**src/rtl/seven_seg_display_driver.sv**
```systemverilog
// Seven-segment display driver for the processor debug registers.
// Snapshots displayV0 or displayV1 once per refresh frame and scans the value
// as hex across a common-anode multi-digit display. A debounced push-button
// toggles which register is captured at the next frame boundary.
module seven_seg_display_driver #(
   parameter int NUM_DIGITS      = 8,
   parameter int REFRESH_DIV     = 100000,
   parameter int DEBOUNCE_CYCLES = 1000000,
   parameter int BLANK_LZ        = 1
) (
   input  logic                  Clk,
   input  logic                  Reset,
   input  logic [31:0]           displayV0,
   input  logic [31:0]           displayV1,
   input  logic                  btn,
   output logic [NUM_DIGITS-1:0] an,
   output logic [6:0]            seg,
   output logic                  dp,
   output logic                  shown_sel
);

   localparam int IDX_W  = (NUM_DIGITS > 1) ? $clog2(NUM_DIGITS) : 1;
   localparam int PRE_W  = (REFRESH_DIV > 1) ? $clog2(REFRESH_DIV) : 1;
   localparam int CNT_W  = (DEBOUNCE_CYCLES > 1) ? $clog2(DEBOUNCE_CYCLES) : 1;
   localparam int SNAP_W = 4 * NUM_DIGITS;

   localparam logic [PRE_W-1:0] PRE_LAST = PRE_W'(REFRESH_DIV - 1);
   localparam logic [IDX_W-1:0] IDX_LAST = IDX_W'(NUM_DIGITS - 1);
   localparam logic [CNT_W-1:0] CNT_LAST = CNT_W'(DEBOUNCE_CYCLES - 1);

   typedef enum logic [1:0] {
      IDLE         = 2'd0,
      PRESS_WAIT   = 2'd1,
      HELD         = 2'd2,
      RELEASE_WAIT = 2'd3
   } dbState_t;

   // Scan state
   logic [PRE_W-1:0]  prescaler;
   logic [IDX_W-1:0]  digitIdx;
   logic              tick;
   logic              frameWrap;
   logic [SNAP_W-1:0] snapshot;

   // Display decode
   logic [3:0]            curNib;
   logic [IDX_W-1:0]      topIdx;
   logic                  blankDigit;
   logic [NUM_DIGITS-1:0] anNext;
   logic [6:0]            segNext;
   logic                  dpNext;

   // Button path
   logic             btnMeta;
   logic             btnSync;
   dbState_t         dbState;
   dbState_t         dbNext;
   logic [CNT_W-1:0] dbCount;
   logic             selToggle;
   logic             sel;

   // Hex nibble to active-low segment pattern {g,f,e,d,c,b,a}
   function automatic logic [6:0] hexToSeg(input logic [3:0] nib);
      logic [6:0] pat;
      case (nib)
         4'h0:    pat = 7'b1000000;
         4'h1:    pat = 7'b1111001;
         4'h2:    pat = 7'b0100100;
         4'h3:    pat = 7'b0110000;
         4'h4:    pat = 7'b0011001;
         4'h5:    pat = 7'b0010010;
         4'h6:    pat = 7'b0000010;
         4'h7:    pat = 7'b1111000;
         4'h8:    pat = 7'b0000000;
         4'h9:    pat = 7'b0010000;
         4'hA:    pat = 7'b0001000;
         4'hB:    pat = 7'b0000011;
         4'hC:    pat = 7'b1000110;
         4'hD:    pat = 7'b0100001;
         4'hE:    pat = 7'b0000110;
         default: pat = 7'b0001110;
      endcase
      return pat;
   endfunction

   assign tick      = (prescaler == PRE_LAST);
   assign frameWrap = tick && (digitIdx == IDX_LAST);

   // Prescaler and digit index: advance one digit per refresh period
   always_ff @(posedge Clk or negedge Reset) begin
      if (!Reset) begin
         prescaler <= '0;
         digitIdx  <= '0;
      end else if (tick) begin
         prescaler <= '0;
         digitIdx  <= (digitIdx == IDX_LAST) ? '0 : digitIdx + IDX_W'(1);
      end else begin
         prescaler <= prescaler + PRE_W'(1);
      end
   end

   // Frame snapshot: capture the selected register only when the scan wraps
   always_ff @(posedge Clk or negedge Reset) begin
      if (!Reset) begin
         snapshot  <= '0;
         shown_sel <= 1'b0;
      end else if (frameWrap) begin
         snapshot  <= sel ? displayV1[SNAP_W-1:0] : displayV0[SNAP_W-1:0];
         shown_sel <= sel;
      end
   end

   // Digit decode: pick the active nibble and find the highest nonzero nibble for blanking
   always_comb begin
      curNib = 4'h0;
      topIdx = '0;
      for (int i = 0; i < NUM_DIGITS; i++) begin
         if (snapshot[4*i +: 4] != 4'h0) topIdx = IDX_W'(i);
         if (digitIdx == IDX_W'(i))      curNib = snapshot[4*i +: 4];
      end
      blankDigit = (BLANK_LZ != 0) && (digitIdx > topIdx);
      segNext    = blankDigit ? 7'h7F : hexToSeg(curNib);
      anNext     = ~(NUM_DIGITS'(1) << digitIdx);
      dpNext     = ~((digitIdx == '0) && shown_sel);
   end

   // Output registers: one cycle behind the scan index, blank while in reset
   always_ff @(posedge Clk or negedge Reset) begin
      if (!Reset) begin
         an  <= '1;
         seg <= 7'h7F;
         dp  <= 1'b1;
      end else begin
         an  <= anNext;
         seg <= segNext;
         dp  <= dpNext;
      end
   end

   // Two-flop synchronizer for the asynchronous button
   always_ff @(posedge Clk or negedge Reset) begin
      if (!Reset) begin
         btnMeta <= 1'b0;
         btnSync <= 1'b0;
      end else begin
         btnMeta <= btn;
         btnSync <= btnMeta;
      end
   end

   // Debounce state register; the stability counter restarts on every state change
   always_ff @(posedge Clk or negedge Reset) begin
      if (!Reset) begin
         dbState <= IDLE;
         dbCount <= '0;
      end else begin
         dbState <= dbNext;
         if (dbNext != dbState) begin
            dbCount <= '0;
         end else if (dbState == PRESS_WAIT || dbState == RELEASE_WAIT) begin
            dbCount <= dbCount + CNT_W'(1);
         end
      end
   end

   // Debounce next-state: a press toggles once, a release must settle before re-arming
   always_comb begin
      dbNext    = dbState;
      selToggle = 1'b0;
      case (dbState)
         IDLE: begin
            if (btnSync) dbNext = PRESS_WAIT;
         end
         PRESS_WAIT: begin
            if (!btnSync) begin
               dbNext = IDLE;
            end else if (dbCount == CNT_LAST) begin
               dbNext    = HELD;
               selToggle = 1'b1;
            end
         end
         HELD: begin
            if (!btnSync) dbNext = RELEASE_WAIT;
         end
         RELEASE_WAIT: begin
            if (btnSync) begin
               dbNext = HELD;
            end else if (dbCount == CNT_LAST) begin
               dbNext = IDLE;
            end
         end
         default: dbNext = IDLE;
      endcase
   end

   // Register select: flips on each accepted press, takes effect at the next frame wrap
   always_ff @(posedge Clk or negedge Reset) begin
      if (!Reset) begin
         sel <= 1'b0;
      end else if (selToggle) begin
         sel <= ~sel;
      end
   end

endmodule

```
**config.mk**
```make
export PLATFORM = sky130hd
export DESIGN_NAME = seven_seg_display_driver
export DESIGN_NICKNAME = d
export VERILOG_FILES = /design/src/rtl/seven_seg_display_driver.sv
export SDC_FILE = /design/constraint.sdc
export NUM_CORES = 1
export LEC_CHECK = 0
export CORE_MARGIN = 2
export CORE_UTILIZATION = 42
export DETAILED_ROUTE_END_ITERATION = 16
export PLACE_DENSITY = 0.71
export RECOVER_POWER = 100
export SLEW_MARGIN = 10
export SYNTH_ARGS = -nofsm -noshare
export SYNTH_HDL_FRONTEND = slang
export SYNTH_SLANG_ARGS = --single-unit
```
**constraint.sdc**
```tcl
create_clock -name Clk -period 8.1 [get_ports Clk]
set_input_delay 1.62 -clock Clk [delete_from_list [all_inputs] [get_ports Clk]]
set_output_delay 1.62 -clock Clk [all_outputs]
set_load 0.05 [all_outputs]
```
==> flow_summary.toml <==
[outcome]
run_status = "finished, violations left"
violated_checks = "max-capacitance violations, max-slew violations"

[timing]
tns_ps = 0
final_skew_ps = 9.99
timing_worst_slew_pin_value_ps = 1690
setup_viol = 0
worst_slew_margin_rel_pct = -12.7
drv_slew = 66
period_share_pct = 49.5
report.final.hold_viol_count = 0
setup_repair_after_global_routing_missed_its_margin = "false"
final_critical_path_time_including_i_o_delays_and_setup_ps = 4010
timing.fmax_mhz = 249

[floorplanning]
core_area_um2 = 11400
die-area_um2 = 12600
initial_utilization_pct = 43.1
die_height_um = 112
ioPinCount = 84
die_width_um = 112
floorplan.rows = 39

[yosys]
ys_dominant_reg_cell = "sky130_fd_sc_hd__dfrtp_1"
synth-edff-count = 0
post_synth_main_area_contributors = "sky130_fd_sc_hd__dfrtp_1 (40%), sky130_fd_sc_hd__dfstp_2 (8.5%), sky130_fd_sc_hd__mux2i_1 (6.5%)"
ys.warnings.count = 0
synth_largest_type_area_fraction_pct = 39.7
synthDistinctLibCells = 52
yosysTopAreaCell = "sky130_fd_sc_hd__dfrtp_1"
syn_std_cell_area_um2 = 4920
postSynthRegisterBits = 94
syn_avg_cell_area_um2 = 9.94
postSynthNetCount = 579
post_synth_inst_count = 495
synth.yosys.seq_area_share_pct = 48.2
async_reset_ff_share_pct = 100

[setup_path]
timing.critical_path.fanout_max = 65
critical_path.startpoint_type = "flip-flop"
critical_path.endpoint_type = "flip-flop"
crit_required_ps = 8330
worst-setup-path-type = "flip-flop to flip-flop"
data_arrival_time_of_the_worst_path_ps = 4240

[power]
power.share.clock_pct = 44.4
internal_power_mw = 0.728
vdd.ir_drop.worst_v = 0.0000930
p_seq_share_pct = 50.2
p_per_area_nw_per_um2 = 156
p_sw_share_pct = 22.6
static-leakage-power_nw = 2.52
switchingPower_mw = 0.213
pwr-share-comb_pct = 5.4

[layout]
area_growth_pct = 22.4
drive_above_1_share_pct = 6.97
mostFrequentLayoutCells = "sky130_fd_sc_hd__dfrtp_1 (77), sky130_fd_sc_hd__nand2_1 (72), sky130_fd_sc_hd__clkdlybuf4s50_1 (64)"
finalNonFillerCells = 717
insertedDiodeCount = 0
final_common_cell = "sky130_fd_sc_hd__dfrtp_1"
stdcell_area_um2 = 6020
nNetsFinal = 653
layout.core_utilization_pct = 52.7

[grt]
overflow = 0
antenna_found_initial = 0
via_count_of_the_first_global_routing_pass = 3791
grt_start_max_net_pins = 68
groute.usage.overall_pct = 17.2
global_route_wire_length_before_repair_um = 17800

[cts]
postCtsSetupRepairBufs = 0
clock-sinks = 94
clock_tree.htree_level_count = 3
cts_max_path_buffers = 2
clk_pin_slew_ps = 80
clock_latency_ps = 350
cts.repair.resized = 0
tritoncts = "done"
cts_buffers = 9
post_cts_hold_buffer_count = 0
cts-root-buf = "sky130_fd_sc_hd__clkbuf_16"

[drt]
remaining_drc_errors = 0
drt-total-wl_um = 10300
vias = 3822
detailedRoute.firstPassIterationCount = 7
drt_iter0_markers = 284
routedWlPerCell_um = 14.4
ant_nets = 0
drt-vias-per-instance = 5.33

[placed_design]
detailed_place.area_um2 = 5800
number_of_cells_after_detailed_placement = 701
final_weighted_congestion_of_routability_driven_global_placement = 0.854
post-dp-hpwl_um = 7610
port_buffers = 83

[worst_hold_path]
holdCritPathClass = "flip-flop to flip-flop"

[flow_run]
maxCapViolCount = 2
==> critical path: stages (launching register included) <==
cell	delay [ps]
sky130_fd_sc_hd__dfrtp_1	420
sky130_fd_sc_hd__or4b_1	520
sky130_fd_sc_hd__or4b_1	500
sky130_fd_sc_hd__nor4_1	150
sky130_fd_sc_hd__and3_1	530
sky130_fd_sc_hd__nand2_1	1080
sky130_fd_sc_hd__mux2_1	700
==> cell type report <==
type	instances	area, um2
flip-flops and latches	94	2370
clock inverters	6	63.8
clock buffers	10	239
inverters	14	52.6
fillers	1071	5400
repair buffers	84	832
well taps	143	179
multi-input cells	366	2280
==> cells in the mapped netlist, types with 2 or more instances <==
| master | number |
|---|---|
| sky130_fd_sc_hd__or2_2 | 2 |
| sky130_fd_sc_hd__nand2b_1 | 5 |
| sky130_fd_sc_hd__or4b_1 | 2 |
| sky130_fd_sc_hd__o41ai_1 | 2 |
| sky130_fd_sc_hd__buf_1 | 2 |
| sky130_fd_sc_hd__clkbuf_1 | 10 |
| sky130_fd_sc_hd__a21oi_1 | 16 |
| sky130_fd_sc_hd__nand3b_1 | 2 |
| sky130_fd_sc_hd__nor4_1 | 9 |
| sky130_fd_sc_hd__and4_1 | 2 |
| sky130_fd_sc_hd__a31oi_1 | 2 |
| sky130_fd_sc_hd__nor2_1 | 45 |
| sky130_fd_sc_hd__o21ai_2 | 18 |
| sky130_fd_sc_hd__mux2i_1 | 32 |
| sky130_fd_sc_hd__nor2b_1 | 8 |
| sky130_fd_sc_hd__xor2_1 | 20 |
| sky130_fd_sc_hd__nand4_1 | 6 |
| sky130_fd_sc_hd__mux2_2 | 2 |
| sky130_fd_sc_hd__o21ai_0 | 31 |
| sky130_fd_sc_hd__a221oi_1 | 3 |
| sky130_fd_sc_hd__inv_1 | 13 |
| sky130_fd_sc_hd__dfstp_2 | 16 |
| sky130_fd_sc_hd__o22ai_1 | 2 |
| sky130_fd_sc_hd__nand3_1 | 25 |
| sky130_fd_sc_hd__o211ai_1 | 5 |
| sky130_fd_sc_hd__and3_1 | 4 |
| sky130_fd_sc_hd__buf_6 | 7 |
| sky130_fd_sc_hd__ha_1 | 17 |
| sky130_fd_sc_hd__dfrtp_1 | 78 |
| sky130_fd_sc_hd__xnor2_1 | 10 |
| sky130_fd_sc_hd__o221ai_1 | 4 |
| sky130_fd_sc_hd__nand2_1 | 71 |
| sky130_fd_sc_hd__or3_1 | 3 |
| sky130_fd_sc_hd__a22o_1 | 3 |
==> metrics by stage <==
step / total power, mW / worst slack (ps) / hold WS, ps
2_1_floorplan: 0.491 / 5160 / 331
3_5_place_dp: 0.535 / 4580 / 340
4_1_cts: 0.949 / 4560 / 362
6_report: 0.941 / 4090 / 358
5_1_grt: 0.976 / 3750 / 367
3_3_place_gp: 0.534 / 4700 / 340
==> power by group through the flow <==
| stage | clock (mW) | sequential, mW | combinational, mW |
|---|---|---|---|
| finish | 0.417 | 0.472 | 0.0509 |
| global route | 0.447 | 0.472 | 0.0567 |
| CTS | 0.423 | 0.472 | 0.0539 |
| detailed placement | 0 | 0.481 | 0.0539 |
| global placement | 0 | 0.481 | 0.0528 |
| floorplan | 0 | 0.481 | 0.00964 |
==> cells by family after synthesis <==
group	after synthesis	synth area share [%]
adders and majority gates	17	4.32
and+or+nand+nor	189	18.0
xor gates and xnor gates	30	5.34
buffers and inverters	35	3.84
muxes	35	7.28
AOI/OAI and AO/OA	95	12.9
DFF	94	48.2
==> path summary, 6_finish.rpt <==
kind | to | slack, ps | cells past startpoint | startpoint
max | shown_sel | 4090 | 6 | prescaler[12]
min | btnSync | 360 | 0 | btnMeta
max reg2reg | shown_sel | 4090 | 6 | prescaler[12]
min reg2reg | btnSync | 360 | 0 | btnMeta
max in group asynchronous | sel | 4890 | 2 | Reset
min in group asynchronous | snapshot[6] | 1630 | 1 | Reset
==> per-layer routing <==
layer	part of all wire [%]	up-vias	GRT usage [%]
met4	1.3	0	5.93
met1	46	1829	23.2
met5	0	-	0
met2	48	100	28.0
li1	-	1881	-
met3	4.1	12	3.24
==> sequential cells by signal, indices dropped and copies added, names as in the netlist <==
register   count
sel            1
shown_sel      1
an             8
btnMeta        1
seg            7
dp             1
digitIdx       3
prescaler     17
dbCount       20
btnSync        1
dbState        2
snapshot      32
(Power assumes the default switching activity.)
